==> src/rtl/maple_pkg.sv <==
// Shared types and constants for the maple frame transmit sequencer.
package maple_pkg;

  typedef enum logic [2:0] {
    S_IDLE,
    S_START_WR,
    S_DATA,
    S_CSUM,
    S_DRAIN,
    S_END_WR,
    S_END_WAIT,
    S_DONE
  } state_t;

  localparam logic [7:0] CTRL_START = 8'h01;
  localparam logic [7:0] CTRL_END   = 8'h02;

  localparam int ST_START = 0;
  localparam int ST_END   = 1;
  localparam int ST_OE    = 2;

  localparam int DRAIN_TICKS = 32;

  // Drain time in clocks: a fixed number of tick periods plus one clock.
  function automatic int drain_clks(input int tick_div);
    return DRAIN_TICKS * tick_div + 1;
  endfunction

endpackage

==> src/rtl/maple_tick_gen.sv <==
// Free-running prescaler: one-clock strobe every TICK_DIV clocks.
module maple_tick_gen #(
  parameter int TICK_DIV = 4
) (
  input  logic i_clk,
  input  logic i_rst_n,
  output logic o_tick
);

  logic [7:0] r_cnt;
  logic       r_tick;

  always_ff @(posedge i_clk or negedge i_rst_n) begin
    if (!i_rst_n) begin
      r_cnt  <= 8'd0;
      r_tick <= 1'b0;
    end else if (r_cnt == 8'(TICK_DIV - 1)) begin
      r_cnt  <= 8'd0;
      r_tick <= 1'b1;
    end else begin
      r_cnt  <= r_cnt + 8'd1;
      r_tick <= 1'b0;
    end
  end

  assign o_tick = r_tick;

endmodule

==> src/rtl/maple_tx_seq.sv <==
// Frame sequencer: start write, payload feed with optional XOR checksum,
// timed drain, end write and completion poll on the transmitter status.
module maple_tx_seq
  import maple_pkg::*;
#(
  parameter int TICK_DIV = 4
) (
  input  logic       clk,
  input  logic       rst_n,
  input  logic       cmd_valid,
  output logic       cmd_ready,
  input  logic [7:0] cmd_len,
  input  logic       cmd_csum,
  input  logic [7:0] src_data,
  input  logic       src_valid,
  output logic       src_ready,
  input  logic       abort,
  output logic       ctrl_cs,
  output logic       ctrl_we,
  output logic [7:0] ctrl_wdata,
  input  logic [7:0] ctrl_rdata,
  output logic [7:0] fifo_data,
  output logic       fifo_avail,
  input  logic       fifo_consume,
  output logic       tick,
  output logic       busy,
  output logic       done,
  output logic       err
);

  localparam logic [12:0] DRAIN_LOAD = 13'(drain_clks(TICK_DIV) - 1);

  state_t      r_state;
  logic [7:0]  r_rem;
  logic [7:0]  r_acc;
  logic        r_csum;
  logic        r_any;
  logic        r_err;
  logic [12:0] r_drain;

  logic w_take;
  logic w_oe;
  logic w_unused_rdata;

  assign w_take         = (r_state == S_DATA) && src_valid && fifo_consume;
  assign w_oe           = ctrl_rdata[ST_OE];
  assign w_unused_rdata = ^{ctrl_rdata[7:3], ctrl_rdata[ST_END], ctrl_rdata[ST_START]};

  maple_tick_gen #(.TICK_DIV(TICK_DIV)) u_tick (
    .i_clk   (clk),
    .i_rst_n (rst_n),
    .o_tick  (tick)
  );

  always_ff @(posedge clk or negedge rst_n) begin
    if (!rst_n) begin
      r_state <= S_IDLE;
      r_rem   <= 8'd0;
      r_acc   <= 8'd0;
      r_csum  <= 1'b0;
      r_any   <= 1'b0;
      r_err   <= 1'b0;
      r_drain <= 13'd0;
    end else begin
      case (r_state)
        S_IDLE: if (cmd_valid) begin
          r_rem   <= cmd_len;
          r_csum  <= cmd_csum;
          r_acc   <= 8'd0;
          r_any   <= 1'b0;
          r_err   <= 1'b0;
          r_state <= S_START_WR;
        end
        S_START_WR: begin
          r_drain <= DRAIN_LOAD;
          if (abort) begin
            r_err   <= 1'b1;
            r_state <= S_DRAIN;
          end else begin
            r_state <= S_DATA;
          end
        end
        S_DATA: begin
          r_drain <= DRAIN_LOAD;
          if (w_take) begin
            r_acc <= r_acc ^ src_data;
            r_rem <= r_rem - 8'd1;
            r_any <= 1'b1;
          end
          if (abort) begin
            r_err   <= 1'b1;
            r_state <= S_DRAIN;
          end else if (w_take && r_rem == 8'd0) begin
            r_state <= r_csum ? S_CSUM : S_DRAIN;
          end
        end
        S_CSUM: begin
          r_drain <= DRAIN_LOAD;
          if (fifo_consume) r_any <= 1'b1;
          if (abort) r_err <= 1'b1;
          if (abort || fifo_consume) r_state <= S_DRAIN;
        end
        // Drain is counted in clocks so its length is independent of tick phase.
        S_DRAIN: begin
          if (!r_any || r_drain == 13'd0) r_state <= S_END_WR;
          else r_drain <= r_drain - 13'd1;
        end
        S_END_WR:   r_state <= S_END_WAIT;
        S_END_WAIT: if (!w_oe) r_state <= S_DONE;
        S_DONE:     r_state <= S_IDLE;
        default:    r_state <= S_IDLE;
      endcase
    end
  end

  always_comb begin
    cmd_ready  = 1'b0;
    busy       = 1'b1;
    ctrl_cs    = 1'b0;
    ctrl_we    = 1'b0;
    ctrl_wdata = 8'h00;
    fifo_data  = 8'h00;
    fifo_avail = 1'b0;
    src_ready  = 1'b0;
    done       = 1'b0;
    err        = 1'b0;
    case (r_state)
      S_IDLE: begin
        cmd_ready = 1'b1;
        busy      = 1'b0;
      end
      S_START_WR: begin
        ctrl_cs    = 1'b1;
        ctrl_we    = 1'b1;
        ctrl_wdata = CTRL_START;
      end
      S_DATA: begin
        fifo_data  = src_data;
        fifo_avail = src_valid;
        src_ready  = fifo_consume;
      end
      S_CSUM: begin
        fifo_data  = r_acc;
        fifo_avail = 1'b1;
      end
      S_END_WR: begin
        ctrl_cs    = 1'b1;
        ctrl_we    = 1'b1;
        ctrl_wdata = CTRL_END;
      end
      S_END_WAIT: ctrl_cs = 1'b1;
      S_DONE: begin
        done = 1'b1;
        err  = r_err;
      end
      default: ;
    endcase
  end

endmodule

==> config.mk <==
export PLATFORM = sky130hd
export DESIGN_NAME = maple_tx_seq
export DESIGN_NICKNAME = d
export VERILOG_FILES = /design/src/rtl/maple_pkg.sv /design/src/rtl/maple_tick_gen.sv /design/src/rtl/maple_tx_seq.sv
export SDC_FILE = /design/constraint.sdc
export NUM_CORES = 1
export LEC_CHECK = 0
export BUFFER_PORTS_ARGS = -buffer_cell sky130_fd_sc_hd__buf_2
export CAP_MARGIN = 20
export CORE_ASPECT_RATIO = 1.5
export CORE_UTILIZATION = 40
export CTS_BUF_LIST = sky130_fd_sc_hd__clkbuf_8
export DETAILED_ROUTE_END_ITERATION = 12
export MAX_ROUTING_LAYER = met4
export SETUP_SLACK_MARGIN = 0.2
export SLEW_MARGIN = 5
export SYNTH_ARGS = -nofsm -noshare
export SYNTH_HDL_FRONTEND = slang
export SYNTH_SLANG_ARGS = --single-unit
==> constraint.sdc <==
create_clock -name clk -period 2.7 [get_ports clk]
set_clock_uncertainty 0.2 [all_clocks]
set_input_delay 0 -clock clk [delete_from_list [all_inputs] [get_ports clk]]
set_output_delay 0 -clock clk [all_outputs]
set_load 0.02 [all_outputs]
==> flow_metrics.py, run 1 <==
metrics = {
    "run_status": {
        "run_status": "finished, final reports clean",
    },
    "floorplan": {
        "die_area_mm2": 0.00677,
        "die_height_um": 100,
        "fp.coreArea_mm2": 0.00617,
        "top_level_ports": 56,
        "fp.dieW_um": 67.5,
        "rows": 35,
        "start_util_pct": 41.7,
    },
    "sta": {
        "finalSetupTns_ns": 0,
        "fmax_ghz": 0.419,
        "rsz0062_at_grt": "false",
        "slew_violations": 0,
        "setup_ws_ns": 0.314,
        "worst_slew_pin_slew_ns": 0.771,
        "min_period_ns": 2.39,
        "finalHoldViolCount": 0,
        "min_period_over_period_pct": 88.4,
        "setup_violations": 0,
        "max_slew_margin_pct": 48.6,
    },
    "clocking": {
        "cts.htree.levels": 2,
        "cts_buffer_depth": 2,
        "root_buffer": "clkbuf_8",
        "cts_tree": "done",
        "clock_latency_ns": 0.30,
        "numCtsBuffers": 5,
        "post-cts-setup-buffers": 0,
        "cts.clk_slew.worst_paths_ns": 0.09,
        "cts_sinks": 44,
    },
    "synth": {
        "synth-seq-area-share_pct": 42.8,
        "ys_ff_latch": 44,
        "async_flop_share_pct": 100,
        "synthFlopType": "dfrtp_1",
        "syn_area_mm2": 0.00257,
        "synth_top_area_share_pct": 42.8,
        "synth-edff-count": 0,
        "synth.largest_area_cell": "dfrtp_1",
        "syn_inst": 278,
        "ys_top_cells_by_area": "dfrtp_1 43%, nor2_1 5.2%, mux2i_1 5.1%, o211ai_1 3.8%, xor2_1 3.1%",
        "yosysMostFrequentCell": "dfrtp_1",
        "ys_top_cells_by_count": "44 x dfrtp_1, 36 x nor2_1, 16 x nand2_1",
        "ys_warn_count": 0,
        "postSynthAreaPerCell_um2": 9.26,
        "synth.distinct_cells": 56,
    },
    "job": {
        "drv_cap": 0,
    },
    "cells_and_area": {
        "instances_no_fill": 420,
        "synthToLayoutAreaGrowth_pct": 23.9,
        "antenna_cells": 0,
        "drive_above_1_share_pct": 21.1,
        "nNetsFinal": 381,
        "filler_cell_count": 595,
        "register_area_mm2": 0.00110,
        "final_core_util_pct": 51.7,
        "multiInputGateArea_mm2": 0.00136,
    },
    "grt": {
        "antenna_found_initial": 0,
        "grt_max_degree": 34,
        "overflow": 0,
        "grt_pass1_vias": 2199,
        "grt_pass1_wl_um": 9850,
        "grt_use_total_pct": 19.7,
    },
    "power": {
        "power_w": 0.00300,
        "power_density_mw_per_mm2": 940,
        "peakVddDrop_mv": 0.639,
        "leakage_nw": 1.50,
    },
    "setup_path": {
        "cp.required_ns": 2.75,
        "crit_fanout": 5,
        "critPathCaptureType": "flop",
        "arrival_ns": 2.44,
        "setup.worst_path.start_class": "flop",
        "critical_path_class": "flop to flop",
    },
    "placement": {
        "dpl_worst_slack_ns": 0.333,
        "routabilityCongestion": 0.852,
        "dp_hpwl_um": 4240,
        "portBuffers": 42,
        "dp_cells": 389,
    },
    "drt": {
        "detail-route-antenna-nets": 0,
        "num_vias": 2258,
        "totalWireLength_um": 6010,
        "vias_per_cell": 5.38,
        "initialDrtViolationCount": 114,
        "wl_per_cell_um": 14.3,
        "first_pass_iters": 4,
        "drc": 0,
    },
    "min_path": {
        "hp-class": "input port to flop",
    },
}
-- path summary, 6_finish.rpt --
check	from	endpoint	slack, ns	cells after the start
max	r_drain[0]	r_state[0]	0.31	6
min	fifo_consume	r_state[0]	0.005	4
max reg2reg	r_drain[0]	r_state[0]	0.31	6
min reg2reg	u_tick.r_cnt[7]	u_tick.r_cnt[7]	0.28	1
max in group asynchronous	rst_n	r_err	1.58	3
min in group asynchronous	rst_n	r_drain[6]	0.11	2
-- cells in the final DEF (no fill, tap or decap), drive strengths merged, types with 2 or more instances in the layout --
master / netlist / routed
buf: 9 / 52
dfrtp: 44 / 44
nor2: 36 / 36
dlygate4sd3: 0 / 23
nand2: 16 / 16
a21oi: 14 / 14
mux2i: 13 / 13
o211ai: 13 / 13
nand3: 11 / 11
inv: 9 / 9
xor2: 9 / 9
o21ai: 9 / 9
or3: 7 / 7
conb: 1 / 6
xnor2: 5 / 5
nor3: 5 / 5
ha: 5 / 5
clkbuf: 11 / 5
nand2b: 4 / 4
and2: 4 / 4
and3: 4 / 4
nor4: 4 / 4
or2: 4 / 4
o41ai: 4 / 4
o21a: 3 / 3
a21o: 3 / 3
or4: 3 / 3
clkinv: 0 / 3
a22o: 2 / 2
nor2b: 2 / 2
o311ai: 2 / 2
o31ai: 2 / 2
or4b: 2 / 2
nand4b: 2 / 2
-- registers in the layout, summed over array words and instances, names as in the netlist --
signal         count
r_acc              8
r_any              1
r_csum             1
r_drain           13
r_err              1
r_rem              8
r_state            3
u_tick.o_tick      1
u_tick.r_cnt       8
-- timing repair --
item,4_1_cts,5_1_grt
hold buffers,23,0
gates resized for setup,0,0
hold endpoints to repair,50,0
-- routing by layer --
metal	up-vias	track usage [%]	wire (um)
met4	0	7.86	99
met5	-	-	0
met2	51	32.8	3040
met1	1075	22.7	2660
met3	8	3.64	207
li1	1124	-	-
-- worst max-delay path: stages, from the launching register on --
cell and delay, ns:
dfrtp_1 0.39, inv_1 0.12, ha_1 0.18, or4b_4 0.47, or4_4 0.57, a221oi_2 0.28
a21bo_1 0.13
-- cell families (layout without fill, tap and decap cells) --
kind of cell | Yosys count | in the layout | synth area share, %
buffers and inverters | 29 | 92 | 5.20
xor gates and xnor gates | 14 | 14 | 4.76
muxes | 13 | 13 | 5.05
other | 1 | 6 | 0.146
DFF | 44 | 44 | 42.8
and+or+nand+nor | 111 | 111 | 23.0
adders and majority gates | 5 | 5 | 2.43
AOI/OAI and AO/OA | 61 | 61 | 16.7
-- power breakdown --
group / switching, W / internal [W] / leakage [nW]
Sequential: 0.000211 / 0.000858 / 0.561
Combinational: 0.000867 / 0.000645 / 0.891
Clock: 0.000237 / 0.000181 / 0.0479
-- area by class of cell --
class	instances	share of cell area, %
well taps	74	2.90
repair buffers	75	16.2
inverters	9	1.06
clock inverters	3	0.588
multi-input cells	210	42.6
clock buffers	5	2.16
flip-flops and latches	44	34.5
-- through the flow --
step / instance area (um2) / hold WS [ns]
6_report: 3190 / 0.00509
5_1_grt: 3190 / 0.0300
4_1_cts: 3190 / 0.00206
3_5_place_dp: 2870 / -0.0761
3_3_place_gp: 2870 / -0.0785
2_1_floorplan: 2590 / -0.496
Note: power is estimated with default switching activity, not from simulation.
==> run 2, diff against run 1 <==
BUFFER_PORTS_ARGS = not set   (was -buffer_cell sky130_fd_sc_hd__buf_2)
DONT_BUFFER_PORTS = 1   (was not set)
==> flow_metrics.py, run 2 (synthesis results as in run 1) <==
metrics = {
    "clocking": {
        "cts.htree.levels": 2,
        "numCtsBuffers": 5,
        "cts_tree": "done",
        "clock_latency_ns": 0.30,
        "cts_buffer_depth": 2,
        "post-cts-setup-buffers": 0,
        "root_buffer": "clkbuf_8",
        "cts.clk_slew.worst_paths_ns": 0.09,
        "cts_sinks": 44,
    },
    "sta": {
        "finalHoldViolCount": 0,
        "rsz0062_at_grt": "false",
        "worst_hold_slack_ns": 0.00169,
        "min_period_ns": 2.38,
        "worst_slew_pin_slew_ns": 0.625,
        "finalSetupTns_ns": 0,
        "setup_ws_ns": 0.324,
        "setup_violations": 0,
        "max_slew_margin_pct": 57.9,
        "slew_violations": 0,
        "fmax_ghz": 0.421,
        "min_period_over_period_pct": 88.0,
    },
    "floorplan": {
        "die_height_um": 100,
        "rows": 35,
        "start_util_pct": 41.7,
        "top_level_ports": 56,
        "die_area_mm2": 0.00677,
        "fp.coreArea_mm2": 0.00617,
        "fp.dieW_um": 67.5,
    },
    "setup_path": {
        "setup.worst_path.start_class": "flop",
        "critPathCaptureType": "flop",
        "arrival_ns": 2.43,
        "cp.required_ns": 2.75,
        "critical_path_class": "flop to flop",
        "crit_fanout": 5,
    },
    "cells_and_area": {
        "top_register": "r_drain",
        "final_cell_mix": "44 x dfrtp_1, 36 x nor2_1, 25 x dlygate4sd3_1, 16 x nand2_1, 14 x a21oi_1",
        "largest_reg_flops": 13,
        "drive_above_1_share_pct": 10.4,
        "layout.cells.most_common": "dfrtp_1",
        "synthToLayoutAreaGrowth_pct": 18.5,
        "filler_cell_count": 583,
        "instances_no_fill": 381,
        "nNetsFinal": 342,
        "antenna_cells": 0,
        "final_core_util_pct": 49.4,
    },
    "grt": {
        "antenna_found_initial": 0,
        "grt_use_met3_pct": 3.30,
        "grt_use_total_pct": 19.6,
        "gr-max-usage-layer": "met2",
        "grt_pass1_wl_um": 9720,
        "met1_usage_pct": 23.9,
        "grt_pass1_vias": 2003,
        "grt_max_degree": 45,
        "grt_use_met2_pct": 32.1,
        "overflow": 0,
    },
    "power": {
        "leakage_nw": 1.34,
        "peakVddDrop_mv": 0.463,
        "p_switching_w": 0.00129,
        "power_density_mw_per_mm2": 988,
        "power_frac_comb_pct": 48.1,
        "p_int_w": 0.00172,
        "clkPwrFrac_pct": 16.9,
        "seqPwrFrac_pct": 35.0,
        "p_sw_share_pct": 42.8,
    },
    "placement": {
        "routabilityCongestion": 0.813,
        "dp_hpwl_um": 4030,
        "dp_cells": 347,
        "portBuffers": 0,
        "dpl_worst_slack_ns": 0.354,
    },
    "run_status": {
        "run_status": "finished, final reports clean",
    },
    "drt": {
        "num_vias": 2130,
        "wl_per_cell_um": 15.5,
        "drc": 0,
        "totalWireLength_um": 5910,
        "initialDrtViolationCount": 121,
        "first_pass_iters": 4,
        "detail-route-antenna-nets": 0,
        "vias_per_cell": 5.59,
    },
    "job": {
        "drv_cap": 0,
    },
    "min_path": {
        "hp-class": "input port to flop",
    },
}
## run 2: cell types whose count changed in the layout (fill, tap and decap cells not counted), sizes merged
cell         before  now
buf              52   11
clkinv            3    1
dlygate4sd3      23   25
bufinv            0    1
clkinvlp          0    1
## run 2: through the flow
step,area [um2],power [W]
floorplan,2590,0.00213
global placement,2660,0.00241
detailed placement,2660,0.00244
CTS,3050,0.00304
global route,3050,0.00326
finish,3050,0.00301
## run 2: layout make-up
class	instances	area, um2	share of cell area [%]
Clock inverter	3	42.5	1.39
Inverter	9	33.8	1.11
Sequential cell	44	1100	36.1
Timing Repair Buffer	36	353	11.6
Tap cell	74	92.6	3.04
Clock buffer	5	68.8	2.26
Multi-Input combinational cell	210	1360	44.5
## run 2: power by group through the flow
stage	logic, W	clock network, W	registers (W)
after global placement	0.00135	0	0.00106
after floorplan	0.00115	0	0.000974
after detailed placement	0.00138	0	0.00106
final	0.00145	0.000510	0.00106
after global routing	0.00161	0.000561	0.00109
after CTS	0.00146	0.000528	0.00105
## run 2: worst paths after layout
path / startpoint / endpoint / slack, ns / cells after the start
worst max-delay path: r_drain[0] / r_state[0] / 0.32 / 6
worst min register to register: u_tick.r_cnt[7] / u_tick.r_cnt[7] / 0.28 / 1
min in group asynchronous: rst_n / r_drain[3] / 0.02 / 2
max in group asynchronous: rst_n / r_any / 2.08 / 2
worst min-delay path: cmd_valid / r_acc[2] / 0.002 / 2
worst max register to register: r_drain[0] / r_state[0] / 0.32 / 6
## run 2: repair_timing
item | in CTS | in global routing
hold endpoints to repair | 68 | 0
gates resized for setup | 0 | 0
hold buffers | 26 | 0
## run 2: critical path, cell delays in order, from the launching register on
cell      delay, ns
dfrtp_1        0.38
inv_1          0.12
ha_1           0.17
or4b_4         0.47
or4_4          0.57
a221oi_2       0.28
a21bo_1        0.14
## run 2: layer usage
metal	part of all wire, %	vias up
met5	0	-
met3	3.7	8
met1	44	1028
met2	51	48
met4	1.4	0
li1	-	1046
